File: src/rtl/bcd_display_scan.sv
// bcd_display_scan: scans four BCD time digits onto a 4-digit common-anode
// multiplexed 7-segment display. Provides a tear-free per-frame snapshot,
// a blinking colon (dp on digit 2), leading-zero blanking of the hours tens
// digit and a dash for any non-BCD value.
//
// Optional feature macro: BCD_DISPLAY_GHOST_GAP_EN
//   When defined, the first 8 cycles of every digit slot drive all digits
//   off (anti-ghosting dead time). SCAN_DIV must then be at least 16.
//
// Handshake note: this block has no valid/ready interfaces. The digit inputs
// are sampled unconditionally once per frame, on the scan tick that leaves
// digit 3. frame_start is a one-cycle pulse that is high in the cycle in
// which the freshly captured snapshot first becomes visible internally.
module bcd_display_scan #(
  parameter int SCAN_DIV  = 2500,
  parameter int BLINK_DIV = 50000
) (
  input  logic       clk,
  input  logic       reset,
  input  logic [3:0] hora_d,
  input  logic [3:0] hora_u,
  input  logic [3:0] min_d,
  input  logic [3:0] min_u,
  input  logic       blank_lead,
  output logic [3:0] an,
  output logic [6:0] seg,
  output logic       dp,
  output logic       frame_start
);

  localparam int SW = $clog2(SCAN_DIV);
  localparam int BW = $clog2(BLINK_DIV);
  localparam logic [SW-1:0] SCAN_LAST  = SW'(SCAN_DIV - 1);
  localparam logic [BW-1:0] BLINK_LAST = BW'(BLINK_DIV - 1);

  logic [SW-1:0] scan_cnt_q, scan_cnt_d;
  logic [BW-1:0] blink_cnt_q, blink_cnt_d;
  logic          blink_q, blink_d;
  logic [1:0]    idx_q, idx_d;
  // Snapshot packed as {hora_d, hora_u, min_d, min_u} so digit idx sits at idx*4.
  logic [15:0]   snap_q, snap_d;
  logic [3:0]    an_q, an_d;
  logic [6:0]    seg_q, seg_d;
  logic          dp_q, dp_d;
  logic          fs_q, fs_d;

  logic          scan_tick;
  logic          blink_tick;
  logic          load;
  logic [3:0]    cur_digit;

  // Active-low {g,f,e,d,c,b,a} pattern; anything outside 0..9 shows a dash.
  function automatic logic [6:0] decode(input logic [3:0] v);
    case (v)
      4'd0:    decode = 7'b1000000;
      4'd1:    decode = 7'b1111001;
      4'd2:    decode = 7'b0100100;
      4'd3:    decode = 7'b0110000;
      4'd4:    decode = 7'b0011001;
      4'd5:    decode = 7'b0010010;
      4'd6:    decode = 7'b0000010;
      4'd7:    decode = 7'b1111000;
      4'd8:    decode = 7'b0000000;
      4'd9:    decode = 7'b0010000;
      default: decode = 7'b0111111;
    endcase
  endfunction

  // Next-state: dividers, digit index, snapshot and the registered display image.
  always_comb begin
    scan_tick   = (scan_cnt_q == SCAN_LAST);
    scan_cnt_d  = scan_tick ? '0 : scan_cnt_q + SW'(1);
    idx_d       = scan_tick ? idx_q + 2'd1 : idx_q;
    load        = scan_tick && (idx_q == 2'd3);
    snap_d      = load ? {hora_d, hora_u, min_d, min_u} : snap_q;
    fs_d        = load;

    // The colon blink runs on its own divider so a scan tick and a blink
    // toggle landing in the same cycle are simply both applied.
    blink_tick  = (blink_cnt_q == BLINK_LAST);
    blink_cnt_d = blink_tick ? '0 : blink_cnt_q + BW'(1);
    blink_d     = blink_tick ? ~blink_q : blink_q;

    // Display image is built from the current index and snapshot; it lands
    // in the output registers one cycle after idx changes.
    cur_digit   = snap_q[{idx_q, 2'b00} +: 4];
    an_d        = ~(4'b0001 << idx_q);
    seg_d       = decode(cur_digit);
    // blank_lead is deliberately taken live so the option reacts without
    // waiting for the next frame.
    if ((idx_q == 2'd3) && blank_lead && (cur_digit == 4'd0)) begin
      seg_d = 7'b1111111;
    end
    dp_d        = !((idx_q == 2'd2) && blink_q);
`ifdef BCD_DISPLAY_GHOST_GAP_EN
    // Dead time at the start of each slot so the previous digit's segments
    // never bleed into the newly enabled anode.
    if (32'(scan_cnt_q) < 32'd8) begin
      an_d  = 4'b1111;
      seg_d = 7'b1111111;
      dp_d  = 1'b1;
    end
`endif
  end

  // State and output registers, asynchronously cleared to a dark display.
  always_ff @(posedge clk or negedge reset) begin
    if (!reset) begin
      scan_cnt_q  <= '0;
      blink_cnt_q <= '0;
      blink_q     <= 1'b0;
      idx_q       <= 2'd0;
      snap_q      <= 16'h0000;
      an_q        <= 4'b1111;
      seg_q       <= 7'b1111111;
      dp_q        <= 1'b1;
      fs_q        <= 1'b0;
    end else begin
      scan_cnt_q  <= scan_cnt_d;
      blink_cnt_q <= blink_cnt_d;
      blink_q     <= blink_d;
      idx_q       <= idx_d;
      snap_q      <= snap_d;
      an_q        <= an_d;
      seg_q       <= seg_d;
      dp_q        <= dp_d;
      fs_q        <= fs_d;
    end
  end

  assign an          = an_q;
  assign seg         = seg_q;
  assign dp          = dp_q;
  assign frame_start = fs_q;

endmodule

File: config.mk
export PLATFORM = sky130hd
export DESIGN_NAME = bcd_display_scan
export DESIGN_NICKNAME = d
export VERILOG_FILES = /design/src/rtl/bcd_display_scan.sv
export SDC_FILE = /design/constraint.sdc
export NUM_CORES = 1
export LEC_CHECK = 0
export ABC_AREA = 1
export CORE_MARGIN = 2
export CORE_UTILIZATION = 40
export CTS_CLUSTER_SIZE = 24
export DETAILED_ROUTE_END_ITERATION = 16
export PLACE_DENSITY_LB_ADDON = 0.2
export SYNTH_ARGS = -nofsm -noshare
export SYNTH_HDL_FRONTEND = slang
export SYNTH_SLANG_ARGS = --single-unit
File: constraint.sdc
create_clock -name clk -period 2.1 [get_ports clk]
set_input_delay 0.315 -clock clk [delete_from_list [all_inputs] [get_ports clk]]
set_output_delay 0.315 -clock clk [all_outputs]
set_load 0.03 [all_outputs]
==> metrics.log <==
[metrics] run status: completed
[metrics] number of endpoints failing setup at the final stage: 0
[metrics] leading cell types by total area after synthesis: sky130_fd_sc_hd__dfrtp_1, sky130_fd_sc_hd__nand2_1, sky130_fd_sc_hd__dfstp_2, sky130_fd_sc_hd__nand3_1, sky130_fd_sc_hd__nor2_1
[metrics] routed via count: 2225
[metrics] Yosys top cell area share: 40.94%
[metrics] Synth async-reset ratio: between 90% and 100%
[metrics] cell type contributing the most total cell area after synthesis: sky130_fd_sc_hd__dfrtp_1
[metrics] count of maximum capacitance violations: 0
[metrics] detailed placer's ending HPWL: approximately 3.9 mm
[metrics] CTS buffer count: 9
[metrics] aggregate global routing overflow: 0
[metrics] Crit Reg-Reg Startpoint: idx_q[0]$_DFFE_PN0N_
[metrics] cell depth of the worst hold path: 1
[metrics] maximum clock rate: ~0.54 GHz
[metrics] Iter 0 DRT Violations: between 70 and 80
[metrics] distinct cell type count of the synthesized netlist: 28
[metrics] leakage power figure: roughly 1.7 nW
[metrics] # DRC: 0
[metrics] launch point of the critical path: an[0]$_DFF_PN1_
[metrics] drt wl/cell: ~11 um
[metrics] Post-Synthesis Net Count: 379
[metrics] Setup CP Type: flop to output port
[metrics] terminus of the critical flop-to-flop path: seg[3]$_DFF_PN1_
[metrics] share of cells above drive strength 1: between 10% and 20%
[metrics] total die area: between 8000 and 9000 um^2
[metrics] IO Pins: 32
[metrics] starting density of the core: about two fifths
[metrics] Worst EP arrival: ~1.5 ns
[metrics] Buf+Inv Stages, Crit Path: 1
[metrics] Die Y: roughly 90 um
[metrics] number of antenna violations at the first check in global routing: 0
[metrics] Slowest cell on crit path: sky130_fd_sc_hd__clkdlybuf4s50_1
[metrics] Avg Synthesized Cell Area: roughly 8.4 um^2
[metrics] yosys warns: 0
[metrics] first-pass GRT wire length: ~9.4 mm
[metrics] Final Max Tran Viols: 0
[metrics] endpoint class of the critical path: output port
[metrics] vias in the first global route: around 2100
[metrics] end point of the worst hold path: dp$_DFF_PN1_
[metrics] longest individual stage delay on the worst path: approximately 0.66 ns
[metrics] Startpoint Class: flop
[metrics] clock-pin transition on the worst setup and hold timing paths: roughly 0.07 ns
[metrics] core area: between 7000 and 8000 um^2
[metrics] final worst hold slack: between 0.4 and 0.5 ns
[metrics] clock latency reported for the late side of the worst-skew pair: ~0.34 ns
[metrics] worst slew margin relative to its limit: between 60% and 70%
[metrics] number of synthesized flops with an enable pin: 0
[metrics] area grow syn2layout: 22.05%
[metrics] root buffer cell: sky130_fd_sc_hd__clkbuf_8
[metrics] Chip Width: approximately 90 um
[metrics] utilization of the core after routing: about half
[metrics] sequential cell area fraction in the yosys report: about half
[metrics] number of logic stages on the critical path including buffering: 1
[metrics] largest net degree at the start of global routing: 43
[metrics] synthesis-stage register bit count: 60
[metrics] most common cell in the netlist: sky130_fd_sc_hd__nand2_1
[metrics] top cells by count, synth: sky130_fd_sc_hd__nand2_1, sky130_fd_sc_hd__dfrtp_1, sky130_fd_sc_hd__nor2_1
[metrics] Worst Tran Pin Value: about 0.46 ns
[metrics] routability cong.: approximately 0.83
[metrics] IO Port Bufs: 31
[metrics] maximum fanout along the worst path: 1
[metrics] Post-DRT Antenna Nets: 0
[metrics] VDD IR-drop max: 0.0003387 V
[metrics] ordered cell list for the critical path: clkdlybuf4s50_1
[metrics] post-CTS setup buffers: 0
[metrics] CTS Sinks: 60
[metrics] Worst R2R Path Depth: 9
[metrics] kind of path behind the tightest hold check: flop to flop
[metrics] Worst Min Path Start: blink_q$_DFFE_PN0N_
[metrics] post-synthesis instance area: between 2000 and 3000 um^2
[metrics] final wirelength: around 5.4 mm
[metrics] count of standard-cell rows: 31
[metrics] Via-to-Cell Ratio: around 4.5
[metrics] drt first pass iters: 4
[metrics] Power per Cell Area: about 650 nW/um^2
[metrics] minimum clock period after layout: around 1.8 ns
[metrics] unrepaired setup endpoints after global routing: false
[metrics] count of antenna diodes in the layout: 0
[metrics] required arrival time at the worst endpoint: roughly 1.8 ns
[metrics] family with the most delay on the worst path: buffers and inverters
[metrics] post-synthesis instance total: 348
[metrics] worst reg2reg setup slack: 0.36 ns
[metrics] number of hold violations in the final report: 0
[metrics] most instantiated flip-flop cell in the synthesis netlist: sky130_fd_sc_hd__dfrtp_1
[metrics] Tot GR Track Use: roughly 15%
[metrics] setup TNS: 0 ns
[metrics] total of cells resized after clock tree synthesis: 0
[metrics] final clock period utilization by the worst path: slightly below 90%
[metrics] Bufs on Longest Clock Path: 2
[metrics] largest clock skew in the final design: 0.008366 ns
[metrics] clock tree from TritonCTS: yes
[metrics] nets@finish: 420
[metrics] CTS HTree Levels: 3
[flip-flops by register name, summed over array words and instances (netlist names)]
register / count
blink_cnt_q: 16
snap_q: 16
scan_cnt_q: 12
seg: 7
an: 4
idx_q: 2
blink_q: 1
dp: 1
frame_start: 1
[layout make-up]
cell class / instances / area (um^2)
Inverter: 39 / 150.1
Fill cell: 707 / 3595
Timing Repair Buffer: 33 / 335.3
Multi-Input combinational cell: 246 / 1240
Clock inverter: 7 / 91.34
Tap cell: 99 / 123.9
Clock buffer: 9 / 123.9
Sequential cell: 60 / 1516
[logic make-up (layout without fill, tap and decap cells)]
kind of cell | after synthesis | in the layout | synth area share, %
buffers and inverters | 42 | 88 | 6.055
flip-flops | 60 | 60 | 51.68
AO/OA/AOI/OAI | 10 | 10 | 1.791
AND/OR/NAND/NOR | 208 | 208 | 30.58
adder cells (fa/ha/maj) | 12 | 12 | 5.117
XOR/XNOR | 16 | 16 | 4.776
[through the flow]
step	cell area [um^2]	cells	worst slack [ns]	total power (W)
after floorplan	2934	348	0.6528	0.001178
after global placement	3356	476	0.4815	0.001237
after detailed placement	3356	476	0.3952	0.001238
after CTS	3581	493	0.2361	0.002381
after global routing	3581	493	0.1640	0.002432
final	3581	493	0.2625	0.002344
[cell usage in the layout (no fill, tap or decap)]
cell,count
sky130_fd_sc_hd__nor3_2,2
sky130_fd_sc_hd__nand3_4,1
sky130_fd_sc_hd__xnor2_1,2
sky130_fd_sc_hd__nor3_1,1
sky130_fd_sc_hd__nor3b_1,1
sky130_fd_sc_hd__nand2_1,113
sky130_fd_sc_hd__inv_2,1
sky130_fd_sc_hd__clkinv_2,4
sky130_fd_sc_hd__clkinvlp_4,1
sky130_fd_sc_hd__nand3_1,36
sky130_fd_sc_hd__inv_1,36
sky130_fd_sc_hd__inv_4,1
sky130_fd_sc_hd__buf_12,1
sky130_fd_sc_hd__or2_2,1
sky130_fd_sc_hd__nand4_1,2
sky130_fd_sc_hd__ha_1,12
sky130_fd_sc_hd__clkbuf_8,9
sky130_fd_sc_hd__a21oi_1,3
sky130_fd_sc_hd__clkdlybuf4s50_1,30
sky130_fd_sc_hd__dfrtp_1,48
sky130_fd_sc_hd__nand3_2,3
sky130_fd_sc_hd__nor2_1,43
sky130_fd_sc_hd__o21bai_1,1
sky130_fd_sc_hd__dfstp_2,12
sky130_fd_sc_hd__bufinv_16,2
sky130_fd_sc_hd__xor2_1,14
sky130_fd_sc_hd__o21ai_0,6
sky130_fd_sc_hd__dlygate4sd3_1,1
sky130_fd_sc_hd__nor2_2,2
sky130_fd_sc_hd__clkinv_4,1
sky130_fd_sc_hd__buf_2,1
sky130_fd_sc_hd__nand3b_1,1
sky130_fd_sc_hd__nand2_2,2
[worst max-delay path by stage]
stage	to	slack [ns]
floorplan	seg[3]$_DFF_PN1_	0.65
global route	seg[4]$_DFF_PN1_	0.16
global placement	seg[4]$_DFF_PN1_	0.48
detailed placement	seg[3]$_DFF_PN1_	0.40
CTS	seg[6]	0.24
finish	an[0]	0.26
[power breakdown]
part           total [W]  switching (W)  internal [W]
Clock            0.00113       0.000466      0.000663
Combinational  0.0000589      0.0000260     0.0000328
Sequential       0.00116              0       0.00116
[timing repair]
item	4_1_cts	5_1_grt
hold buffers	1	0
setup endpoints to repair	0	0
hold endpoints to repair	18	0
[metal layers]
layer	vias up	part of all wire, %	GRT usage [%]
li1	1158	-	-
met1	1023	50	20.92
met2	39	44	22.06
met4	0	1.4	7.056
met3	5	4.0	5.210
met5	-	0	0
Power figures use the tool's default switching activity.
